`src/rtl/controllo_pila.sv`:
```
// controllo_pila: LIFO stack controller driving a bank of DEPTH write-enabled
// WIDTH-bit registers. The storage bank lives in this file as an array of
// controllo_pila_reg instances. The controller owns the per-entry write
// enables (beta), the occupancy count/stack pointer, the read mux and the
// full/empty flags.
//
// Ports:
//   clock, reset_n          single rising-edge clock, async active-low reset
//   cmd_valid/cmd_ready     command handshake (accept on valid && ready)
//   cmd_op[2:0]             0 NOP 1 PUSH 2 POP 3 TOP 4 DUP 5 SWAP 6 CLEAR 7 illegal
//   cmd_data[WIDTH-1:0]     PUSH operand
//   rsp_valid               one-cycle completion pulse
//   rsp_data[WIDTH-1:0]     result word
//   rsp_err                 command rejected
//   count[CW-1:0]           occupancy 0..DEPTH
//   empty, full             registered occupancy flags

// One storage entry: loads i_d when i_beta is high, holds otherwise.
// Contents are deliberately not reset.
module controllo_pila_reg #(
  parameter int WIDTH = 32
) (
  input  logic             clock,
  input  logic             i_beta,
  input  logic [WIDTH-1:0] i_d,
  output logic [WIDTH-1:0] o_q
);
  logic [WIDTH-1:0] r_q;

  always_ff @(posedge clock) begin
    if (i_beta) r_q <= i_d;
  end

  assign o_q = r_q;
endmodule

module controllo_pila #(
  parameter int WIDTH = 32,
  parameter int DEPTH = 8,
  parameter int CW    = $clog2(DEPTH+1)
) (
  input  logic             clock,
  input  logic             reset_n,
  input  logic             cmd_valid,
  output logic             cmd_ready,
  input  logic [2:0]       cmd_op,
  input  logic [WIDTH-1:0] cmd_data,
  output logic             rsp_valid,
  output logic [WIDTH-1:0] rsp_data,
  output logic             rsp_err,
  output logic [CW-1:0]    count,
  output logic             empty,
  output logic             full
);

  localparam logic [2:0] OP_NOP   = 3'd0;
  localparam logic [2:0] OP_PUSH  = 3'd1;
  localparam logic [2:0] OP_POP   = 3'd2;
  localparam logic [2:0] OP_TOP   = 3'd3;
  localparam logic [2:0] OP_DUP   = 3'd4;
  localparam logic [2:0] OP_SWAP  = 3'd5;
  localparam logic [2:0] OP_CLEAR = 3'd6;

  typedef enum logic {IDLE, SWAP2} state_t;

  state_t           r_state;
  logic [CW-1:0]    r_count;
  logic             r_empty;
  logic             r_full;
  logic             r_rsp_valid;
  logic             r_rsp_err;
  logic [WIDTH-1:0] r_rsp_data;
  logic [WIDTH-1:0] r_tmp;

  logic                        w_acc;
  logic                        w_err;
  logic                        w_we;
  logic [CW-1:0]               w_waddr;
  logic [WIDTH-1:0]            w_wdata;
  logic [CW-1:0]               w_cnt_nxt;
  logic [WIDTH-1:0]            w_top;
  logic [WIDTH-1:0]            w_sec;
  logic [DEPTH-1:0]            w_beta;
  logic [DEPTH-1:0][WIDTH-1:0] w_q;

  // ---------------------------------------------------------------- storage
  for (genvar g = 0; g < DEPTH; g++) begin : g_ent
    controllo_pila_reg #(.WIDTH(WIDTH)) u_reg (
      .clock (clock),
      .i_beta(w_beta[g]),
      .i_d   (w_wdata),
      .o_q   (w_q[g])
    );
  end

  // Read mux: top = entry[count-1], second = entry[count-2]. Comparing in int
  // keeps the match exact for any DEPTH; with too few entries both read 0.
  always_comb begin
    w_top = '0;
    w_sec = '0;
    for (int i = 0; i < DEPTH; i++) begin
      if (int'(r_count) == i + 1) w_top = w_q[i];
      if (int'(r_count) == i + 2) w_sec = w_q[i];
    end
  end

  assign w_acc = cmd_valid && (r_state == IDLE);

  // Rejection rules; evaluated only for an accepted command.
  always_comb begin
    w_err = 1'b0;
    case (cmd_op)
      OP_NOP:   w_err = 1'b0;
      OP_PUSH:  w_err = r_full;
      OP_POP:   w_err = r_empty;
      OP_TOP:   w_err = r_empty;
      OP_DUP:   w_err = r_empty || r_full;
      OP_SWAP:  w_err = (r_count < CW'(2));
      OP_CLEAR: w_err = 1'b0;
      default:  w_err = 1'b1;
    endcase
  end

  // Single shared write port: at most one entry is written per cycle.
  // SWAP2 writes back the saved top into the lower slot of the pair.
  always_comb begin
    w_we    = 1'b0;
    w_waddr = '0;
    w_wdata = '0;
    if (r_state == SWAP2) begin
      w_we    = 1'b1;
      w_waddr = r_count - CW'(2);
      w_wdata = r_tmp;
    end else if (w_acc && !w_err) begin
      case (cmd_op)
        OP_PUSH: begin w_we = 1'b1; w_waddr = r_count;          w_wdata = cmd_data; end
        OP_DUP:  begin w_we = 1'b1; w_waddr = r_count;          w_wdata = w_top;    end
        OP_SWAP: begin w_we = 1'b1; w_waddr = r_count - CW'(1); w_wdata = w_sec;    end
        default: ;
      endcase
    end
  end

  always_comb begin
    for (int i = 0; i < DEPTH; i++)
      w_beta[i] = w_we && (int'(w_waddr) == i);
  end

  always_comb begin
    w_cnt_nxt = r_count;
    if (w_acc && !w_err) begin
      case (cmd_op)
        OP_PUSH, OP_DUP: w_cnt_nxt = r_count + CW'(1);
        OP_POP:          w_cnt_nxt = r_count - CW'(1);
        OP_CLEAR:        w_cnt_nxt = '0;
        default:         ;
      endcase
    end
  end

  // ---------------------------------------------------------------- FSM
  always_ff @(posedge clock or negedge reset_n) begin
    if (!reset_n) begin
      r_state     <= IDLE;
      r_count     <= '0;
      r_empty     <= 1'b1;
      r_full      <= 1'b0;
      r_rsp_valid <= 1'b0;
      r_rsp_err   <= 1'b0;
      r_rsp_data  <= '0;
      r_tmp       <= '0;
    end else begin
      r_rsp_valid <= 1'b0;
      r_rsp_err   <= 1'b0;
      r_rsp_data  <= '0;
      r_count     <= w_cnt_nxt;
      r_empty     <= (w_cnt_nxt == '0);
      r_full      <= (w_cnt_nxt == CW'(DEPTH));
      case (r_state)
        IDLE: begin
          if (w_acc) begin
            if (w_err) begin
              r_rsp_valid <= 1'b1;
              r_rsp_err   <= 1'b1;
            end else begin
              case (cmd_op)
                OP_PUSH: begin r_rsp_valid <= 1'b1; r_rsp_data <= cmd_data; end
                OP_POP,
                OP_TOP,
                OP_DUP:  begin r_rsp_valid <= 1'b1; r_rsp_data <= w_top; end
                // Response is deferred until the write-back edge.
                OP_SWAP: begin r_tmp <= w_top; r_state <= SWAP2; end
                default: r_rsp_valid <= 1'b1;  // NOP, CLEAR: data stays 0
              endcase
            end
          end
        end
        SWAP2: begin
          // entry[count-1] already holds the old second entry (the new top).
          r_rsp_valid <= 1'b1;
          r_rsp_data  <= w_top;
          r_state     <= IDLE;
        end
        default: r_state <= IDLE;
      endcase
    end
  end

  assign cmd_ready = (r_state == IDLE);
  assign rsp_valid = r_rsp_valid;
  assign rsp_data  = r_rsp_data;
  assign rsp_err   = r_rsp_err;
  assign count     = r_count;
  assign empty     = r_empty;
  assign full      = r_full;

endmodule

```
`config.mk`:
```
export PLATFORM = sky130hd
export DESIGN_NAME = controllo_pila
export DESIGN_NICKNAME = d
export VERILOG_FILES = /design/src/rtl/controllo_pila.sv
export SDC_FILE = /design/constraint.sdc
export NUM_CORES = 1
export LEC_CHECK = 0
export BUFFER_PORTS_ARGS = -buffer_cell sky130_fd_sc_hd__clkbuf_2
export CORE_ASPECT_RATIO = 1.25
export CORE_MARGIN = 3
export CORE_UTILIZATION = 55
export CTS_CLUSTER_SIZE = 8
export DETAILED_ROUTE_END_ITERATION = 6
export GPL_TIMING_DRIVEN = 0
export PLACE_DENSITY = 0.75
export SETUP_SLACK_MARGIN = 0.3
export SLEW_MARGIN = 5
export SYNTH_ARGS = -nofsm -noshare
export SYNTH_HDL_FRONTEND = slang
export SYNTH_SLANG_ARGS = --single-unit
```
`constraint.sdc`:
```
create_clock -name clock -period 4.2 [get_ports clock]
set_clock_uncertainty 0.15 [all_clocks]
set_input_delay 0.42 -clock clock [delete_from_list [all_inputs] [get_ports clock]]
set_output_delay 0.42 -clock clock [all_outputs]
set_load 0.01 [all_outputs]
```
# Word level (Yosys, flattened, before mapping)
# Cells that the tools add are included.
# op_classes
add_sub_neg,3
n_lt_le_gt_ge,1
eq_ne,23
muxes,43
bitwise,2
n_reduce_logical,21
# op_table
operator,n
$mux W32,20
$pmux W32 S2,2
$pmux W32 S3,1
$eq A4 B4 Y1 const B,11
$eq A4 B3 Y1 const B,4
$mux W1,12
$mux W4,3
$pmux W4 S3,1
$logic_and A1 B1 Y1,10
$eq A3 B3 Y1 const B,3
$eq A4 B2 Y1 const B,2
$logic_not A4 Y1,2
$pmux W4 S2,1
$eq A3 B2 Y1 const B,2
$reduce_or A2 Y1,3
$reduce_or A3 Y1,2
$pmux W1 S5,1
$add A4 B1 Y4 const B,1
$lt A4 B2 Y1 const B,1
$pmux W1 S2,2
$reduce_and A4 Y1,1
$sub A4 B1 Y4 const B,1
$sub A4 B2 Y4 const B,1
$eq A3 B1 Y1 const B,1
other kinds (4),5
# totals
regBits,329
out_inout_bits,41
wordCells,109

# Depth between registers and ports, before layout
# Gate-level depths: netlist of run 1.
# logic_depth
ltp_word,13
mapped_depth,12
ltp_nobuf,8

# Cells and area by module
# Synthesis of run 1 repeated with hierarchy kept, for this count alone.
# unflattened
hier_cells,1579
hier_area_um2,17555.6
# by_module_without_submodules
module,instances,cells_per_inst,area_each_um2,seq_area_each_um2
controllo_pila,1,1323,9868.2,1828.0
controllo_pila_reg,8,32,960.9,960.9

# Worst setup path after synthesis of run 1
# OpenSTA, ideal clock, no wires.
# synth_timing
path_kind,flip-flop to flip-flop
from,register r_count[0] (netlist: count[0])
to,"register g_ent[4].u_reg.r_q[0], enable pin"
setup_ns,0.421
arrival_ns,3.684
path_slack_ns,-0.056
path_stages_with_launch,13
synth_period_minus_slack_ns,4.256
cell_sequence,dfrtp_1 clkbuf_1 inv_1 ha_1 clkbuf_1 clkbuf_1 clkbuf_1 nand2_1 nand3_1 a21oi_1 nand2_1 a21bo_2 nor2_1
# synth_between
elab_chain_cells,8
elab_cells_between_ends,13
classes_between,2 x add/sub; 1 x order compare; 1 x eq/ne; 6 x mux; 3 x reduce/logical
# synth_lines
item,line,text
from (decl),67,logic [CW-1:0] r_count;
from (signal assigned),176,r_count <= w_cnt_nxt;
$lt A4 B2 Y1,118,OP_SWAP: w_err = (r_count < CW'(2));
$pmux W1 S5,112,case (cmd_op)
$logic_not A1 Y1,134,end else if (w_acc && !w_err) begin
$logic_and A1 B1 Y1,134,
$mux W4,134,
$mux W4,130,if (r_state == SWAP2) begin
$eq A4 B4 Y1,146,w_beta[i] = w_we && (int'(w_waddr) == i);
$logic_and A1 B1 Y1 (*),146,
via g_ent[4].u_reg.i_beta,24,"input logic i_beta,"
to (signal assigned),31,if (i_beta) r_q <= i_d;
to (decl),28,logic [WIDTH-1:0] r_q;
# The timed path passes the listed nets; every way through them passes the cells marked *.
# A chain may end at the register's enable or synchronous reset.

# Final worst setup path of run 1
# layout_timing
from,register r_count[1] (netlist: count[1])
to,register g_ent[1].u_reg.r_q[23] (data pin)
# layout_between
elab_chain_cells,12
elab_cells_between_ends,32
classes_between,1 x order compare; 9 x eq/ne; 20 x mux; 2 x reduce/logical
# layout_lines
item,line,text
$eq A4 B3 Y1 or $eq A4 B2 Y1 (tied branches),"102, 103",
"$mux W32, on equally long branches (8 in a row)","103, 102",
$pmux W32 S3,135,case (cmd_op)
$mux W32 (*),134,
$mux W32 (*),130,
via g_ent[0].u_reg.i_d[23],25,"input logic [WIDTH-1:0] i_d,"
to (signal assigned),31,
to (decl),28,
# Marked as above.

==> impl_metrics.py, run 1 <==
metrics = {
    "setup_path": {
        "crit_arrival_ns": 4.15,
        "max_stage_delay_ns": 0.74,
        "start_kind": "register",
        "cp-startpoint": "count[1]",
        "crit_path_cell_trace": "inv_1 -> ha_1 -> buf_2 -> nand3b_1 -> nor2_1 -> clkbuf_2 -> a222oi_1 -> a31oi_1 -> a221o_1",
        "crit_path_max_fanout": 11,
        "path_buf_inv": 3,
        "crit_type": "reg2reg",
        "crit_family": "simple AND/OR/NAND/NOR gates",
        "cp.required_ns": 4.40,
        "r2r_start": "count[1]",
        "slowest_stage": "nor2_1",
        "critPathCaptureType": "register",
    },
    "die": {
        "die_area_sq_um": 31820,
        "die_h_microns": 198.7,
        "row_count": 69,
        "initial_utilization_pct": 56.65,
        "ios": 79,
        "die_x_microns": 160.1,
        "design.core.area_sq_um": 28840,
    },
    "run_status": {
        "violations": "design-rule violations",
        "outcome": "complete, but fails checks",
    },
    "yosys": {
        "synth_top_cell_area_share_pct": 47.06,
        "synth_edf_count": 256,
        "yosysWarnings": 0,
        "ys_ff_latch": 329,
        "synthTopCellsByArea": "edfxtp_1, dfrtp_1, nand2_1",
        "synthArstFlopShare_pct": 22.19,
        "ys_seq_area_share_pct": 58.25,
        "ys.flop_type": "edfxtp_1",
        "netlist_area_sq_um": 16340,
        "synth_nets": 1545,
        "synth_cell_types": 68,
        "synth_top_cell_by_area": "edfxtp_1",
        "syn_avg_cell_area_sq_um": 10.89,
        "syn_inst": 1500,
    },
    "clock_tree": {
        "clk_pin_slew_ns": 0.05,
        "tritoncts": "built",
        "numCtsBuffers": 47,
        "root_buffer": "clkbuf_16",
        "clock_path_buffers": 3,
        "h-tree-depth": 2,
        "cts.sinks": 329,
        "clk_latency_ns": 0.56,
    },
    "final_layout": {
        "layout-drive-gt1-share_pct": 15.46,
        "fin_area_sq_um": 19360,
        "area_growth_pct": 18.51,
        "final_nets": 1718,
        "antenna_cells": 0,
    },
    "power_and_ir_drop": {
        "max-vdd-ir-drop_uv": 414.5,
        "pwr-share-clk_pct": 27.9,
        "leakagePower_nw": 6.745,
        "swShare_pct": 40.29,
        "p_seq_share_pct": 32.6,
        "p_int_mw": 7.415,
        "comb_power_share_pct": 39.6,
        "p_per_area_nw_per_um2": 641.5,
        "p_sw_mw": 5.003,
        "total_power_mw": 12.42,
    },
    "timing": {
        "setup_tns_ns": 0,
        "setup_ws_ns": 0.2441,
        "worst_pin_slew_ns": 1.071,
        "post-route-min-period_ns": 3.956,
        "slew_violations": 0,
        "fin_crit_sh_pct": 94.19,
        "slew_headroom_pct": 28.57,
        "rsz0062_at_grt": "false",
        "holdWs_ns": 0.01150,
        "hold_violations": 0,
        "setup_viol": 0,
        "fmax_mhz": 252.8,
    },
    "grt": {
        "antenna_found_initial": 0,
        "grt_first_pass_wirelength_microns": 89910,
        "grt_usage_pct": 37.69,
        "grt_overflow_total": 0,
        "grt_max_degree": 44,
        "first_global_vias": 14810,
    },
    "placed_design": {
        "post-dp-hpwl_microns": 40310,
        "port-buffer-count": 77,
        "post-place-ws_ns": -0.5150,
        "placed_area_sq_um": 17490,
        "gp_congestion": 0.9906,
    },
    "route": {
        "num_vias": 14820,
        "drtAntennaViolNets": 0,
        "drt_first_iter_violations": 2621,
        "routed_wl_microns": 60880,
        "drc": 2,
        "wl_per_cell_microns": 29.02,
        "drtPass1Iterations": 7,
        "via_per_inst": 7.066,
    },
    "flow_run": {
        "drv_cap": 0,
    },
    "min_path": {
        "hp-start": "cmd_data[14]",
        "hold_class": "in2reg",
    },
}
==> layer usage <==
metal	part of all wire [%]	GRT usage [%]	vias up
met4	8.1	26.40	0
li1	-	-	6181
met5	0	0	-
met1	34	45.88	7044
met3	13	8.477	337
met2	45	60.05	1262
==> worst reg2reg max path, cell delays in order (launching register included) <==
cell and delay, ns:
dfrtp_1 0.52, inv_1 0.20, ha_1 0.18, buf_2 0.21, nand3b_1 0.45, nor2_1 0.74, clkbuf_2 0.57, a222oi_1 0.21
a31oi_1 0.23, a221o_1 0.31
==> cell usage in the layout (no fill, tap or decap), types with 30 or more instances in the layout <==
master       n
nand3b_1    46
nand3_1     52
clkbuf_2   102
dfrtp_1     72
o21ai_0    111
a31oi_1     59
clkbuf_16   47
nor2_1      83
a21oi_1    120
clkbuf_1   108
edfxtp_1   256
a32o_1      33
nand2_1    173
buf_2       33
a22oi_1     30
==> kinds of logic (layout without fill, tap and decap cells) <==
kind of cell    count (synthesis)  in the layout  share of synthesized area [%]
compound gates                537            537                          22.20
simple gates                  438            438                          13.03
flops                         329            329                          58.25
buf+inv                       157            365                          3.822
mux                            30             30                          2.053
fa+ha+maj                       7              7                         0.5361
xor+xnor                        2              2                         0.1072
==> area by class of cell <==
cell class	instances	area (sq um)
tap	390	488.0
fill	2225	9477
clock inverter	2	17.52
clock buffer	82	1308
inverter	18	67.56
timing repair buffer	124	1021
sequential	329	9515
buffer	139	606.8
multi-input combinational	1014	6335
==> path summary, 6_finish.rpt <==
| check | to | slack (ns) | depth (start not counted) |
|---|---|---|---|
| max | g_ent[1].u_reg.o_q[23] | 0.24 | 9 |
| min | rsp_data[14] | 0.01 | 2 |
| max reg2reg | g_ent[1].u_reg.o_q[23] | 0.24 | 9 |
| min reg2reg | r_tmp[31] | 0.34 | 1 |
| max in group asynchronous | empty | 2.96 | 3 |
| min in group asynchronous | rsp_data[5] | 0.26 | 2 |
==> cells in the mapped netlist (8+ instances only) <==
cell type,instances
inv_1,17
edfxtp_1,256
mux2_1,20
clkbuf_1,100
nand3b_1,46
buf_1,11
nand2_1,173
a22oi_1,30
buf_2,28
or3_1,24
nor2_1,92
a32o_1,33
dfrtp_1,72
o21ai_1,15
o22ai_1,25
a32oi_1,8
nand2b_1,9
a211o_1,23
a21oi_1,121
a221o_1,27
nor2b_1,12
o211ai_1,9
mux2_2,8
a222oi_1,24
nand3_1,52
a31oi_1,59
o21ai_0,111
o32ai_1,11
==> power groups by stage <==
| stage | Combinational, mW | Sequential, mW | Clock (mW) |
|---|---|---|---|
| after global placement | 4.45 | 4.09 | 0 |
| after CTS | 4.69 | 4.04 | 3.45 |
| after detailed placement | 4.59 | 4.09 | 0 |
| final | 4.91 | 4.05 | 3.46 |
| after floorplan | 2.85 | 4.09 | 0 |
| after global routing | 5.19 | 4.07 | 3.61 |
==> registers in the layout, summed over array words and instances, names as in the netlist <==
name and flops:
full 1, count 4, r_state 1, r_tmp 32, rsp_data 32, rsp_err 1, empty 1, rsp_valid 1
g_ent.u_reg.o_q 256
==> per-stage QoR <==
stage | utilization, % | instances
2_1_floorplan | - | 1500
3_3_place_gp | 59.73 | 1967
3_5_place_dp | 60.67 | 1976
4_1_cts | 66.76 | 2088
5_1_grt | 67.14 | 2098
6_report | 67.14 | 2098
==> what timing repair did <==
action / in CTS / in global routing
resized for setup: 30 / 39
hold endpoints to repair: 46 / 0
cloned: 0 / 0
setup endpoints to repair: 514 / 287
buffers inserted: 11 / 10
pin swaps: 8 / 7
hold buffers: 17 / 0
Power figures use the tool's default switching activity.
==> run 2: changes to the inputs <==
--- a/config.mk
+++ b/config.mk
@@ -6,12 +6,13 @@
 export NUM_CORES = 1
 export LEC_CHECK = 0
 export BUFFER_PORTS_ARGS = -buffer_cell sky130_fd_sc_hd__clkbuf_2
-export CORE_ASPECT_RATIO = 1.25
+export CORE_ASPECT_RATIO = 1.1
 export CORE_MARGIN = 3
 export CORE_UTILIZATION = 55
 export CTS_CLUSTER_SIZE = 8
 export DETAILED_ROUTE_END_ITERATION = 6
 export GPL_TIMING_DRIVEN = 0
+export MAX_ROUTING_LAYER = met4
 export PLACE_DENSITY = 0.75
 export SETUP_SLACK_MARGIN = 0.3
 export SLEW_MARGIN = 5
==> impl_metrics.py, run 2 (synthesized netlist as in run 1, its figures left out) <==
metrics = {
    "run_status": {
        "outcome": "complete, but fails checks",
        "violations": "design-rule violations",
    },
    "power_and_ir_drop": {
        "p_per_area_nw_per_um2": 652.1,
        "leakagePower_nw": 6.700,
        "max-vdd-ir-drop_uv": 365.4,
    },
    "die": {
        "ios": 79,
        "die_h_microns": 186.8,
        "die_x_microns": 170.3,
        "initial_utilization_pct": 56.42,
        "die_area_sq_um": 31810,
        "design.core.area_sq_um": 28950,
        "row_count": 65,
    },
    "grt": {
        "grt_max_degree": 49,
        "grt_overflow_total": 0,
        "antenna_found_initial": 1,
        "grt_first_pass_wirelength_microns": 90290,
        "grt_usage_pct": 39.21,
        "first_global_vias": 14790,
    },
    "route": {
        "num_vias": 15310,
        "drt_first_iter_violations": 2584,
        "drtPass1Iterations": 7,
        "via_per_inst": 7.397,
        "wl_per_cell_microns": 29.96,
        "routed_wl_microns": 62020,
        "drc": 4,
        "drtAntennaViolNets": 0,
    },
    "min_path": {
        "hold_class": "in2reg",
    },
    "setup_path": {
        "critPathCaptureType": "register",
        "crit_path_cell_trace": "clkbuf_2 -> inv_1 -> ha_1 -> clkbuf_2 -> buf_2 -> a21oi_1 -> a221oi_1 -> a31oi_1 -> o21ai_0 -> a221oi_1 -> o21ai_1",
        "max_stage_delay_ns": 0.50,
        "crit_path_max_fanout": 10,
        "start_kind": "register",
        "cp.required_ns": 4.32,
        "crit_arrival_ns": 4.11,
        "crit_type": "reg2reg",
        "slowest_stage": "o21ai_1",
    },
    "timing": {
        "post-route-min-period_ns": 3.988,
        "setup_viol": 0,
        "slew_headroom_pct": 23.48,
        "fin_crit_sh_pct": 94.96,
        "hold_violations": 0,
        "rsz0062_at_grt": "true",
        "worst_pin_slew_ns": 1.144,
        "slew_violations": 0,
        "fmax_mhz": 250.7,
        "setup_tns_ns": 0,
        "holdWs_ns": 0.006002,
    },
    "final_layout": {
        "largest_reg_flops": 256,
        "mostFrequentLayoutCell": "edfxtp_1",
        "layout.cells.non_filler": 2070,
        "area_growth_pct": 17.93,
        "multi_input_area_sq_um": 6322,
        "final_nets": 1707,
        "layout-drive-gt1-share_pct": 14.81,
        "seqCellArea_sq_um": 9515,
        "utilization_pct": 66.54,
        "n_fill_cell": 2167,
        "final_cell_mix": "edfxtp_1, nand2_1, a21oi_1",
        "fin_area_sq_um": 19260,
    },
    "placed_design": {
        "post-dp-hpwl_microns": 39380,
        "placed_area_sq_um": 17470,
        "dp.cells": 1955,
        "gp_congestion": 1.002,
        "port-buffer-count": 77,
    },
    "clock_tree": {
        "numCtsBuffers": 47,
        "clk_latency_ns": 0.55,
        "root_buffer": "clkbuf_16",
        "h-tree-depth": 2,
        "cts.sinks": 329,
        "tritoncts": "built",
        "clock_path_buffers": 3,
        "clk_pin_slew_ns": 0.05,
    },
    "flow_run": {
        "drv_cap": 0,
    },
}
run 2: worst max-delay path: cells and delay by family, from the launching register on:
kind	cells	cell delay [ns]
adder cells (fa/ha/maj)	1	0.36
flip-flops	1	0.48
AO/OA/AOI/OAI	6	1.56
buffers and inverters	4	1.13
run 2: power breakdown:
group | internal, mW | switching (mW)
sequential | 3.87 | 0.182
clock | 2.15 | 1.40
combinational | 1.45 | 3.52
total | 7.46 | 5.10
run 2: layout make-up:
class,count,share of cell area [%]
clock buffer,85,7.008
antenna,1,0.01299
sequential,329,49.39
inverter,18,0.3507
clock inverter,3,0.1559
buffer,139,3.143
timing repair buffer,113,4.728
multi-input combinational,1014,32.82
tap,368,2.390
run 2: worst paths after layout:
path	slack, ns	depth (start not counted)	startpoint	end
max	0.21	11	count[0]	g_ent[3].u_reg.o_q[17]
min	0.006	2	cmd_data[10]	rsp_data[10]
max reg2reg	0.21	11	count[0]	g_ent[3].u_reg.o_q[17]
min reg2reg	0.34	1	r_tmp[17]	r_tmp[17]
max in group asynchronous	2.98	3	reset_n	empty
min in group asynchronous	0.24	2	reset_n	r_tmp[26]
run 2: timing repair:
action	4_1_cts	5_1_grt
resized for setup	26	36
endpoints found under the hold margin	35	1
buffers inserted	9	5
pin swaps	9	5
hold buffers	11	1
endpoints found under the setup margin	519	474
run 2: stage by stage:
stage | setup WS [ns] | power [mW]
2_1_floorplan | -0.05550 | 6.943
4_1_cts | 0.2549 | 12.23
3_5_place_dp | -0.5189 | 8.683
3_3_place_gp | -2.467 | 8.554
5_1_grt | 0.1933 | 12.94
6_report | 0.2118 | 12.56
run 2: routing by layer:
layer | vias up | GRT usage, % | routed length (microns)
li1 | 6159 | - | -
met1 | 7222 | 51.06 | 21370
met2 | 1558 | 56.19 | 27040
met3 | 373 | 9.364 | 9335
met4 | 0 | 22.72 | 4270
met5 | - | - | 0
